<file path="config.mk">
export PLATFORM = sky130hd
export DESIGN_NAME = drc_frame_capture_fsm_flat
export DESIGN_NICKNAME = d
export VERILOG_FILES = /design/src/rtl/drc_frame_capture_fsm_if.sv /design/src/rtl/drc_frame_capture_fsm.sv /design/src/flat_wrapper.sv
export SDC_FILE = /design/constraint.sdc
export NUM_CORES = 1
export LEC_CHECK = 0
export CAP_MARGIN = 20
export CORE_UTILIZATION = 48
export CTS_CLUSTER_DIAMETER = 100
export DETAILED_ROUTE_END_ITERATION = 8
export PLACE_DENSITY = 0.79
export SLEW_MARGIN = 20
export SYNTH_ARGS = -nofsm -noshare
export SYNTH_HDL_FRONTEND = slang
export SYNTH_SLANG_ARGS = --single-unit
</file>
<file path="constraint.sdc">
create_clock -name clk -period 4.4 [get_ports clk]
set_clock_uncertainty 0.1 [all_clocks]
set_input_delay 0.66 -clock clk [delete_from_list [all_inputs] [get_ports clk]]
set_output_delay 0.66 -clock clk [all_outputs]
set_load 0.02 [all_outputs]
</file>
<file path="src/rtl/drc_frame_capture_fsm_if.sv">
// Pixel-FIFO side and DMA byte-stream side of the DVP capture block.
// master: the FIFO producer and the DMA consumer. slave: the capture block.
interface drc_frame_capture_fsm_if #(
  parameter int DVP_DATA_W = 8
);
  logic [DVP_DATA_W+1:0] bwd_pxl_info_dat;
  logic                  bwd_pxl_info_vld;
  logic                  bwd_pxl_info_rdy;
  logic [DVP_DATA_W-1:0] fwd_bt_dat;
  logic                  fwd_bt_eol;
  logic                  fwd_bt_eof;
  logic                  fwd_bt_pad;
  logic                  fwd_bt_vld;
  logic                  fwd_bt_rdy;

  modport master (
    output bwd_pxl_info_dat, bwd_pxl_info_vld, fwd_bt_rdy,
    input  bwd_pxl_info_rdy, fwd_bt_dat, fwd_bt_eol, fwd_bt_eof, fwd_bt_pad, fwd_bt_vld
  );

  modport slave (
    input  bwd_pxl_info_dat, bwd_pxl_info_vld, fwd_bt_rdy,
    output bwd_pxl_info_rdy, fwd_bt_dat, fwd_bt_eol, fwd_bt_eof, fwd_bt_pad, fwd_bt_vld
  );
endinterface

</file>
<file path="src/rtl/drc_frame_capture_fsm.sv">
// DVP RX capture state machine: aligns to VSYNC, forwards pixel beats to the
// DMA, checks HSYNC/VSYNC placement, pads errored frames to full length and
// keeps frame/error statistics.
module drc_frame_capture_fsm #(
  parameter int                    DVP_DATA_W    = 8,
  parameter int                    BYTES_PER_PXL = 2,
  parameter int                    IMG_DIM_W     = 10,
  parameter int                    FRM_CNT_W     = 8,
  parameter logic [DVP_DATA_W-1:0] PAD_DATA      = '0
) (
  input  logic                 clk,
  input  logic                 rst_n,
  drc_frame_capture_fsm_if.slave bus,
  input  logic                 cfg_en,
  input  logic [1:0]           cfg_mode,
  input  logic                 cfg_start,
  output logic                 cfg_start_ack,
  input  logic [FRM_CNT_W-1:0] cfg_frm_num,
  input  logic [IMG_DIM_W-1:0] img_width,
  input  logic [IMG_DIM_W-1:0] img_height,
  output logic [2:0]           cam_rx_state,
  output logic [FRM_CNT_W-1:0] frm_cnt,
  output logic [FRM_CNT_W-1:0] err_cnt,
  output logic                 irq_frm_comp,
  output logic                 irq_frm_err,
  output logic                 irq_seq_done
);

  localparam int BW = (BYTES_PER_PXL > 1) ? $clog2(BYTES_PER_PXL) : 1;
  localparam logic [BW-1:0] B_LIM = BW'(BYTES_PER_PXL - 1);

  typedef enum logic [2:0] {
    S_SLEEP   = 3'd0,
    S_IDLE    = 3'd1,
    S_ALIGN   = 3'd2,
    S_CAPTURE = 3'd3,
    S_ERR_PAD = 3'd4
  } state_t;

  state_t               state_q, state_d;
  logic [BW-1:0]        b_cnt_q, b_cnt_d, b_nxt;
  logic [IMG_DIM_W-1:0] w_cnt_q, w_cnt_d, w_nxt;
  logic [IMG_DIM_W-1:0] h_cnt_q, h_cnt_d, h_nxt;
  logic [IMG_DIM_W-1:0] wid_q, wid_d, hgt_q, hgt_d;
  logic [FRM_CNT_W-1:0] rem_q, rem_d, frm_cnt_q, frm_cnt_d, err_cnt_q, err_cnt_d;
  logic                 irq_comp_q, irq_comp_d, irq_err_q, irq_err_d, irq_seq_q, irq_seq_d;

  logic                  vsync, hsync;
  logic [DVP_DATA_W-1:0] pdata;
  logic                  w_last, b_last, first, eol, eof, sync_err, go_start;

  // A zero dimension behaves as one, so its last index is also zero.
  function automatic logic [IMG_DIM_W-1:0] dim_lim(input logic [IMG_DIM_W-1:0] d);
    return (d == '0) ? '0 : d - 1'b1;
  endfunction

  // Error counter sticks at all-ones instead of wrapping.
  function automatic logic [FRM_CNT_W-1:0] sat_inc(input logic [FRM_CNT_W-1:0] v);
    return (v == '1) ? v : v + 1'b1;
  endfunction

  assign vsync = bus.bwd_pxl_info_dat[DVP_DATA_W+1];
  assign hsync = bus.bwd_pxl_info_dat[DVP_DATA_W];
  assign pdata = bus.bwd_pxl_info_dat[DVP_DATA_W-1:0];

  assign b_last   = (b_cnt_q == B_LIM);
  assign w_last   = (w_cnt_q == dim_lim(wid_q));
  assign first    = (b_cnt_q == '0) && (w_cnt_q == '0) && (h_cnt_q == '0);
  assign eol      = b_last && w_last;
  assign eof      = eol && (h_cnt_q == dim_lim(hgt_q));
  assign sync_err = (hsync != ((b_cnt_q == '0) && (w_cnt_q == '0))) || (vsync != first);
  assign go_start = cfg_en && cfg_start && (cfg_mode != 2'd0);

  // Beat/pixel/line counter values after one forward handshake.
  always_comb begin
    b_nxt = b_cnt_q + 1'b1;
    w_nxt = w_cnt_q;
    h_nxt = h_cnt_q;
    if (b_last) begin
      b_nxt = '0;
      w_nxt = w_last ? '0 : w_cnt_q + 1'b1;
      if (w_last) h_nxt = (h_cnt_q == dim_lim(hgt_q)) ? '0 : h_cnt_q + 1'b1;
    end
  end

  // Next-state, counter updates and handshake outputs.
  always_comb begin
    state_d   = state_q;
    b_cnt_d   = b_cnt_q;
    w_cnt_d   = w_cnt_q;
    h_cnt_d   = h_cnt_q;
    wid_d     = wid_q;
    hgt_d     = hgt_q;
    rem_d     = rem_q;
    frm_cnt_d = frm_cnt_q;
    err_cnt_d = err_cnt_q;
    irq_comp_d = 1'b0;
    irq_err_d  = 1'b0;
    irq_seq_d  = 1'b0;
    bus.bwd_pxl_info_rdy = 1'b0;
    bus.fwd_bt_vld       = 1'b0;
    bus.fwd_bt_dat       = pdata;
    bus.fwd_bt_pad       = 1'b0;
    cfg_start_ack        = 1'b0;
    unique case (state_q)
      S_SLEEP: begin
        bus.bwd_pxl_info_rdy = 1'b1;
        if (go_start) begin
          state_d       = S_ALIGN;
          wid_d         = img_width;
          hgt_d         = img_height;
          cfg_start_ack = (cfg_mode == 2'd1) || (cfg_mode == 2'd3);
          if (cfg_mode == 2'd3)
            rem_d = (cfg_frm_num == '0) ? FRM_CNT_W'(1) : cfg_frm_num;
        end
      end
      S_ALIGN: begin
        if (!cfg_en) begin
          state_d = S_SLEEP;
        end else if (bus.bwd_pxl_info_vld && vsync) begin
          // Leave the VSYNC beat in the FIFO; CAPTURE forwards it as beat 0.
          b_cnt_d = '0;
          w_cnt_d = '0;
          h_cnt_d = '0;
          state_d = S_CAPTURE;
        end else begin
          bus.bwd_pxl_info_rdy = 1'b1;
        end
      end
      S_CAPTURE: begin
        bus.fwd_bt_vld       = bus.bwd_pxl_info_vld;
        bus.bwd_pxl_info_rdy = bus.fwd_bt_rdy;
        if (bus.bwd_pxl_info_vld && bus.fwd_bt_rdy) begin
          b_cnt_d = b_nxt;
          w_cnt_d = w_nxt;
          h_cnt_d = h_nxt;
          if (sync_err) begin
            irq_err_d = 1'b1;
            err_cnt_d = sat_inc(err_cnt_q);
            state_d   = eof ? S_ALIGN : S_ERR_PAD;
          end else if (eof) begin
            irq_comp_d = 1'b1;
            frm_cnt_d  = frm_cnt_q + 1'b1;
            if (rem_q != '0) rem_d = rem_q - 1'b1;
            state_d = S_IDLE;
          end
        end
      end
      S_ERR_PAD: begin
        bus.bwd_pxl_info_rdy = 1'b1;
        bus.fwd_bt_vld       = 1'b1;
        bus.fwd_bt_dat       = PAD_DATA;
        bus.fwd_bt_pad       = 1'b1;
        if (bus.fwd_bt_rdy) begin
          b_cnt_d = b_nxt;
          w_cnt_d = w_nxt;
          h_cnt_d = h_nxt;
          if (eof) state_d = S_ALIGN;
        end
      end
      S_IDLE: begin
        if (cfg_en && (((cfg_mode == 2'd1) && cfg_start) || (cfg_mode == 2'd2) ||
                       ((cfg_mode == 2'd3) && (rem_q != '0)))) begin
          cfg_start_ack = (cfg_mode == 2'd1);
          wid_d         = img_width;
          hgt_d         = img_height;
          state_d       = S_CAPTURE;
        end else begin
          irq_seq_d = (cfg_mode == 2'd3) && (rem_q == '0);
          state_d   = S_SLEEP;
        end
      end
      default: state_d = S_SLEEP;
    endcase
  end

  assign bus.fwd_bt_eol = eol && ((state_q == S_CAPTURE) || (state_q == S_ERR_PAD));
  assign bus.fwd_bt_eof = eof && ((state_q == S_CAPTURE) || (state_q == S_ERR_PAD));

  // State, counters, shadows, statistics and registered interrupt pulses.
  always_ff @(posedge clk or negedge rst_n) begin
    if (!rst_n) begin
      state_q    <= S_SLEEP;
      b_cnt_q    <= '0;
      w_cnt_q    <= '0;
      h_cnt_q    <= '0;
      wid_q      <= '0;
      hgt_q      <= '0;
      rem_q      <= '0;
      frm_cnt_q  <= '0;
      err_cnt_q  <= '0;
      irq_comp_q <= 1'b0;
      irq_err_q  <= 1'b0;
      irq_seq_q  <= 1'b0;
    end else begin
      state_q    <= state_d;
      b_cnt_q    <= b_cnt_d;
      w_cnt_q    <= w_cnt_d;
      h_cnt_q    <= h_cnt_d;
      wid_q      <= wid_d;
      hgt_q      <= hgt_d;
      rem_q      <= rem_d;
      frm_cnt_q  <= frm_cnt_d;
      err_cnt_q  <= err_cnt_d;
      irq_comp_q <= irq_comp_d;
      irq_err_q  <= irq_err_d;
      irq_seq_q  <= irq_seq_d;
    end
  end

  assign cam_rx_state = state_q;
  assign frm_cnt      = frm_cnt_q;
  assign err_cnt      = err_cnt_q;
  assign irq_frm_comp = irq_comp_q;
  assign irq_frm_err  = irq_err_q;
  assign irq_seq_done = irq_seq_q;

endmodule

</file>
<file path="src/flat_wrapper.sv">
// flat-port wrapper written by rule: the top's interface ports become plain ports
module drc_frame_capture_fsm_flat 
#(
  parameter int                    DVP_DATA_W    = 8,
  parameter int                    BYTES_PER_PXL = 2,
  parameter int                    IMG_DIM_W     = 10,
  parameter int                    FRM_CNT_W     = 8,
  parameter logic [DVP_DATA_W-1:0] PAD_DATA      = '0
)
  (clk, rst_n, cfg_en, cfg_mode, cfg_start, cfg_start_ack, cfg_frm_num, img_width, img_height, cam_rx_state, frm_cnt, err_cnt, irq_frm_comp, irq_frm_err, irq_seq_done, bus_bwd_pxl_info_dat, bus_bwd_pxl_info_vld, bus_fwd_bt_rdy, bus_bwd_pxl_info_rdy, bus_fwd_bt_dat, bus_fwd_bt_eol, bus_fwd_bt_eof, bus_fwd_bt_pad, bus_fwd_bt_vld);
  drc_frame_capture_fsm_if #(.DVP_DATA_W(DVP_DATA_W)) bus_i ();
  input  logic clk;
  input  logic rst_n;
  input  logic cfg_en;
  input  logic [1:0] cfg_mode;
  input  logic cfg_start;
  output logic cfg_start_ack;
  input  logic [FRM_CNT_W-1:0] cfg_frm_num;
  input  logic [IMG_DIM_W-1:0] img_width;
  input  logic [IMG_DIM_W-1:0] img_height;
  output logic [2:0] cam_rx_state;
  output logic [FRM_CNT_W-1:0] frm_cnt;
  output logic [FRM_CNT_W-1:0] err_cnt;
  output logic irq_frm_comp;
  output logic irq_frm_err;
  output logic irq_seq_done;
  input wire logic [$bits(bus_i.bwd_pxl_info_dat)-1:0] bus_bwd_pxl_info_dat;
  input wire logic [$bits(bus_i.bwd_pxl_info_vld)-1:0] bus_bwd_pxl_info_vld;
  input wire logic [$bits(bus_i.fwd_bt_rdy)-1:0] bus_fwd_bt_rdy;
  output wire logic [$bits(bus_i.bwd_pxl_info_rdy)-1:0] bus_bwd_pxl_info_rdy;
  output wire logic [$bits(bus_i.fwd_bt_dat)-1:0] bus_fwd_bt_dat;
  output wire logic [$bits(bus_i.fwd_bt_eol)-1:0] bus_fwd_bt_eol;
  output wire logic [$bits(bus_i.fwd_bt_eof)-1:0] bus_fwd_bt_eof;
  output wire logic [$bits(bus_i.fwd_bt_pad)-1:0] bus_fwd_bt_pad;
  output wire logic [$bits(bus_i.fwd_bt_vld)-1:0] bus_fwd_bt_vld;
  assign bus_i.bwd_pxl_info_dat = bus_bwd_pxl_info_dat;
  assign bus_i.bwd_pxl_info_vld = bus_bwd_pxl_info_vld;
  assign bus_i.fwd_bt_rdy = bus_fwd_bt_rdy;
  assign bus_bwd_pxl_info_rdy = bus_i.bwd_pxl_info_rdy;
  assign bus_fwd_bt_dat = bus_i.fwd_bt_dat;
  assign bus_fwd_bt_eol = bus_i.fwd_bt_eol;
  assign bus_fwd_bt_eof = bus_i.fwd_bt_eof;
  assign bus_fwd_bt_pad = bus_i.fwd_bt_pad;
  assign bus_fwd_bt_vld = bus_i.fwd_bt_vld;
  drc_frame_capture_fsm #(.DVP_DATA_W(DVP_DATA_W), .BYTES_PER_PXL(BYTES_PER_PXL), .IMG_DIM_W(IMG_DIM_W), .FRM_CNT_W(FRM_CNT_W), .PAD_DATA(PAD_DATA)) u_core (.clk(clk), .rst_n(rst_n), .bus(bus_i), .cfg_en(cfg_en), .cfg_mode(cfg_mode), .cfg_start(cfg_start), .cfg_start_ack(cfg_start_ack), .cfg_frm_num(cfg_frm_num), .img_width(img_width), .img_height(img_height), .cam_rx_state(cam_rx_state), .frm_cnt(frm_cnt), .err_cnt(err_cnt), .irq_frm_comp(irq_frm_comp), .irq_frm_err(irq_frm_err), .irq_seq_done(irq_seq_done));
endmodule
</file>
==> impl_results.md <==
* Status: completed
* Vias per inst at a little over 6
* CP Max Fanout at 8
* Wire per inst at 17.2 um
* Drt initial violations at 302
* Crit Path Class: flop to output pin
* Inserted Clock Buffers at 9
* Vias in the first global route at ~4300
* RSZ-0062 raised after global routing: no
* Cell Area, Synth at ~4900 um2
* Clock slew at reported path FFs at about 0.09 ns
* Post-synthesis net count at 607
* # nets final at 674
* Area delta synth->final at 23.3%
* First-pass GRT wire length at approximately 21000 um
* Detailed Route WL at about 13000 um
* Leak at about 2.5 nW
* Filler Cell Count at between 800 and 900
* Multi-input gate area at 2950 um2
* GR Layer Usage met3 at 0.0484
* Seq/Total Area, Yosys at 0.360
* Final ANT Viol Nets at 0
* Yosys reg bits at 71
* Max-Cap Viols at 0
* Htree depth at 3
* Start of the worst register-to-register path: u_core.wid_q[0]
* Busiest grt layer: met2
* Startpoint Class: flop
* CTS Buffer Depth at 2
* Critical path required time at approximately 3.6 ns
* Mapped Cells at 552
* Syn_area_per_cell at about 9 um2
* # rows at 36
* VDD IR max at approximately 290 uV
* Die Y at between 100 and 150 um
* Fmax at 241 MHz
* Clock Sinks at 71
* Cell Pwr Density at approximately 540 nW/um2
* Die W at slightly above 100 um
* Fin. Hold Viols at 0
* Total power at roughly 3.3 mW
* CP endpoint kind: output pin
* Total number of vias at 4591
* YS warnings at 0
* Remaining DRCs at 0
* Grt ovf at 0
* Final Setup Violations at 0
* Share of layout cells above drive strength 1 at 0.112
* Die area at 10700 um2
* Worst setup path startpoint: u_core.wid_q[0]
* Final min period at around 4.2 ns
* Crit path DAT at about 3.4 ns
* Antenna cells at 0
* M2 GR Usage at 0.417
* Placeable Area at just under 10000 um2
* Final critical-path share of the clock period at 0.945
* Initial antenna violation count at 0
* Cts hold-fix bufs at 0
* Worst-Skew Late Latency at 0.37 ns
* GRT Util Overall at 0.258
* DR pass1 iterations at 4
* Setup TNS at 0 ns
* Gpl congestion at 0.924
* Worst Hold Class: input port to async pin
* Post-synth EDFFs at 0
* Register Area at roughly 1800 um2
* Slew @ Worst Pin at about 0.64 ns
* Asr flop ratio synth at 1.00
* Starting Density at 0.500
* HPWL after DPL at ~9500 um
* Largest net degree at the start of global routing at 50
* Slew Viols, Final at 0
* Max-slew headroom at 0.570
* Root buffer selected by CTS: clkbuf_8
* Most frequently used flop master after synthesis: dfrtp_1
* Met1 Track Usage GR at 0.341
* CTS tree: built
* Num ports at a little over 80
* Synth cell types at 77
* IO buf count at 81
synthesized netlist by cell type, drive strengths merged, types with 7 or more instances:
| master | n | area (um2) |
|---|---|---|
| buf | 11 | 70.1 |
| xnor2 | 18 | 158 |
| inv | 25 | 93.8 |
| mux2 | 24 | 270 |
| nor2 | 39 | 146 |
| xor2 | 12 | 105 |
| ha | 9 | 113 |
| nor4 | 18 | 155 |
| nand4 | 12 | 90.1 |
| a21oi | 16 | 80.1 |
| nand3 | 18 | 90.1 |
| nand2 | 37 | 139 |
| nor2b | 12 | 75.1 |
| nor3 | 28 | 140 |
| dfrtp | 71 | 1780 |
| clkbuf | 23 | 86.3 |
| a211oi | 7 | 52.6 |
| or3 | 10 | 62.6 |
| o21ai | 29 | 145 |
| and3 | 13 | 81.3 |
where the power goes:
part	switching (mW)	leakage (nW)	internal (mW)
sequential	0.312	0.916	0.824
combinational	0.828	1.43	0.707
clock	0.279	0.105	0.320
total	1.42	2.45	1.85
worst max-delay path: stages (launching register included):
cell	delay, ns
dfrtp_1	0.43
inv_1	0.08
ha_1	0.18
or3b_1	0.38
buf_4	0.18
a21oi_1	0.19
nor4bb_2	0.41
nor3_1	0.10
nor3_1	0.28
nand2_1	0.08
nor2_1	0.11
clkdlybuf4s50_1	0.62
routing by layer:
metal  vias to the layer above  wire, um  part of all wire
met5                         -         0                 0
met4                         0       337             0.026
met3                        30       622             0.048
met2                       160      6380              0.49
met1                      2211      5710              0.44
li1                       2190         -                 -
repair_timing:
action | 4_1_cts | 5_1_grt
endpoints found under the hold margin | 0 | 0
pin swaps | 0 | 0
endpoints found under the setup margin | 1 | 1
resized for setup | 2 | 7
buffers inserted | 0 | 0
placed cells by master, fill, tap and decap left out, types with 5 or more instances in the layout:
cell	synthesis	routed
nor4_1	14	14
or3_1	10	10
o211ai_1	6	6
buf_4	2	9
inv_1	25	25
nor3_1	28	27
ha_1	9	8
dfrtp_1	71	71
xnor2_1	18	18
clkbuf_8	0	9
nor2b_1	12	12
o21a_1	6	6
a21oi_1	16	15
a211oi_1	7	7
o21ai_0	28	28
o31ai_1	5	5
and3_1	13	13
clkdlybuf4s50_1	0	79
o22ai_1	6	6
nand4_1	11	11
mux2_2	24	24
a311oi_1	6	6
nand2_1	37	37
xor2_1	12	12
or4_1	6	6
nor2_1	39	39
nand3_1	18	18
worst paths after layout:
kind	slack (ns)	depth (start not counted)	to
worst max-delay path	0.24	11	bus_fwd_bt_eol
worst min-delay path	0.16	1	u_core.hgt_q[4]
worst max register to register	0.54	10	u_core.h_cnt_q[7]
worst min register to register	0.37	1	u_core.frm_cnt[7]
max in group asynchronous	3.02	2	u_core.frm_cnt[4]
min in group clk	0.37	1	u_core.frm_cnt[7]
registers in the layout, summed over array words and instances, names as in the netlist:
register and cells:
u_core.b_cnt_q 1, u_core.cam_rx_state 3, u_core.err_cnt 8, u_core.frm_cnt 8, u_core.h_cnt_q 10, u_core.hgt_q 10, u_core.irq_frm_comp 1, u_core.irq_frm_err 1
u_core.irq_seq_done 1, u_core.rem_q 8, u_core.w_cnt_q 10, u_core.wid_q 10
cells by family (layout without fill, tap and decap cells):
group                      Yosys count  count (layout)  share of synthesized area
adders and majority gates            9               9                     0.0228
and+or+nand+nor                    230             230                      0.266
xor gates and xnor gates            31              31                     0.0581
muxes                               27              27                     0.0609
DFF                                 71              71                      0.360
buffers and inverters               59             131                     0.0507
AOI/OAI and AO/OA                  125             125                      0.181
metrics by stage:
stage	instances	area [um2]	setup WS, ns	utilization	hold slack, ns
after floorplan	552	4930	0.920	-	0.264
after global placement	741	5820	0.420	0.590	0.358
after detailed placement	741	5820	0.357	0.590	0.359
after CTS	757	6050	0.0473	0.613	0.176
after global routing	757	6080	0.111	0.616	0.202
final	757	6080	0.243	0.616	0.160
layout make-up:
cell class | count | area share
Sequential cell | 71 | 0.292
Clock inverter | 7 | 0.0161
Multi-Input combinational cell | 422 | 0.484
Clock buffer | 9 | 0.0204
Tap cell | 133 | 0.0274
Inverter | 25 | 0.0154
Timing Repair Buffer | 90 | 0.144
No activity file was read; power rests on OpenSTA's default activity.
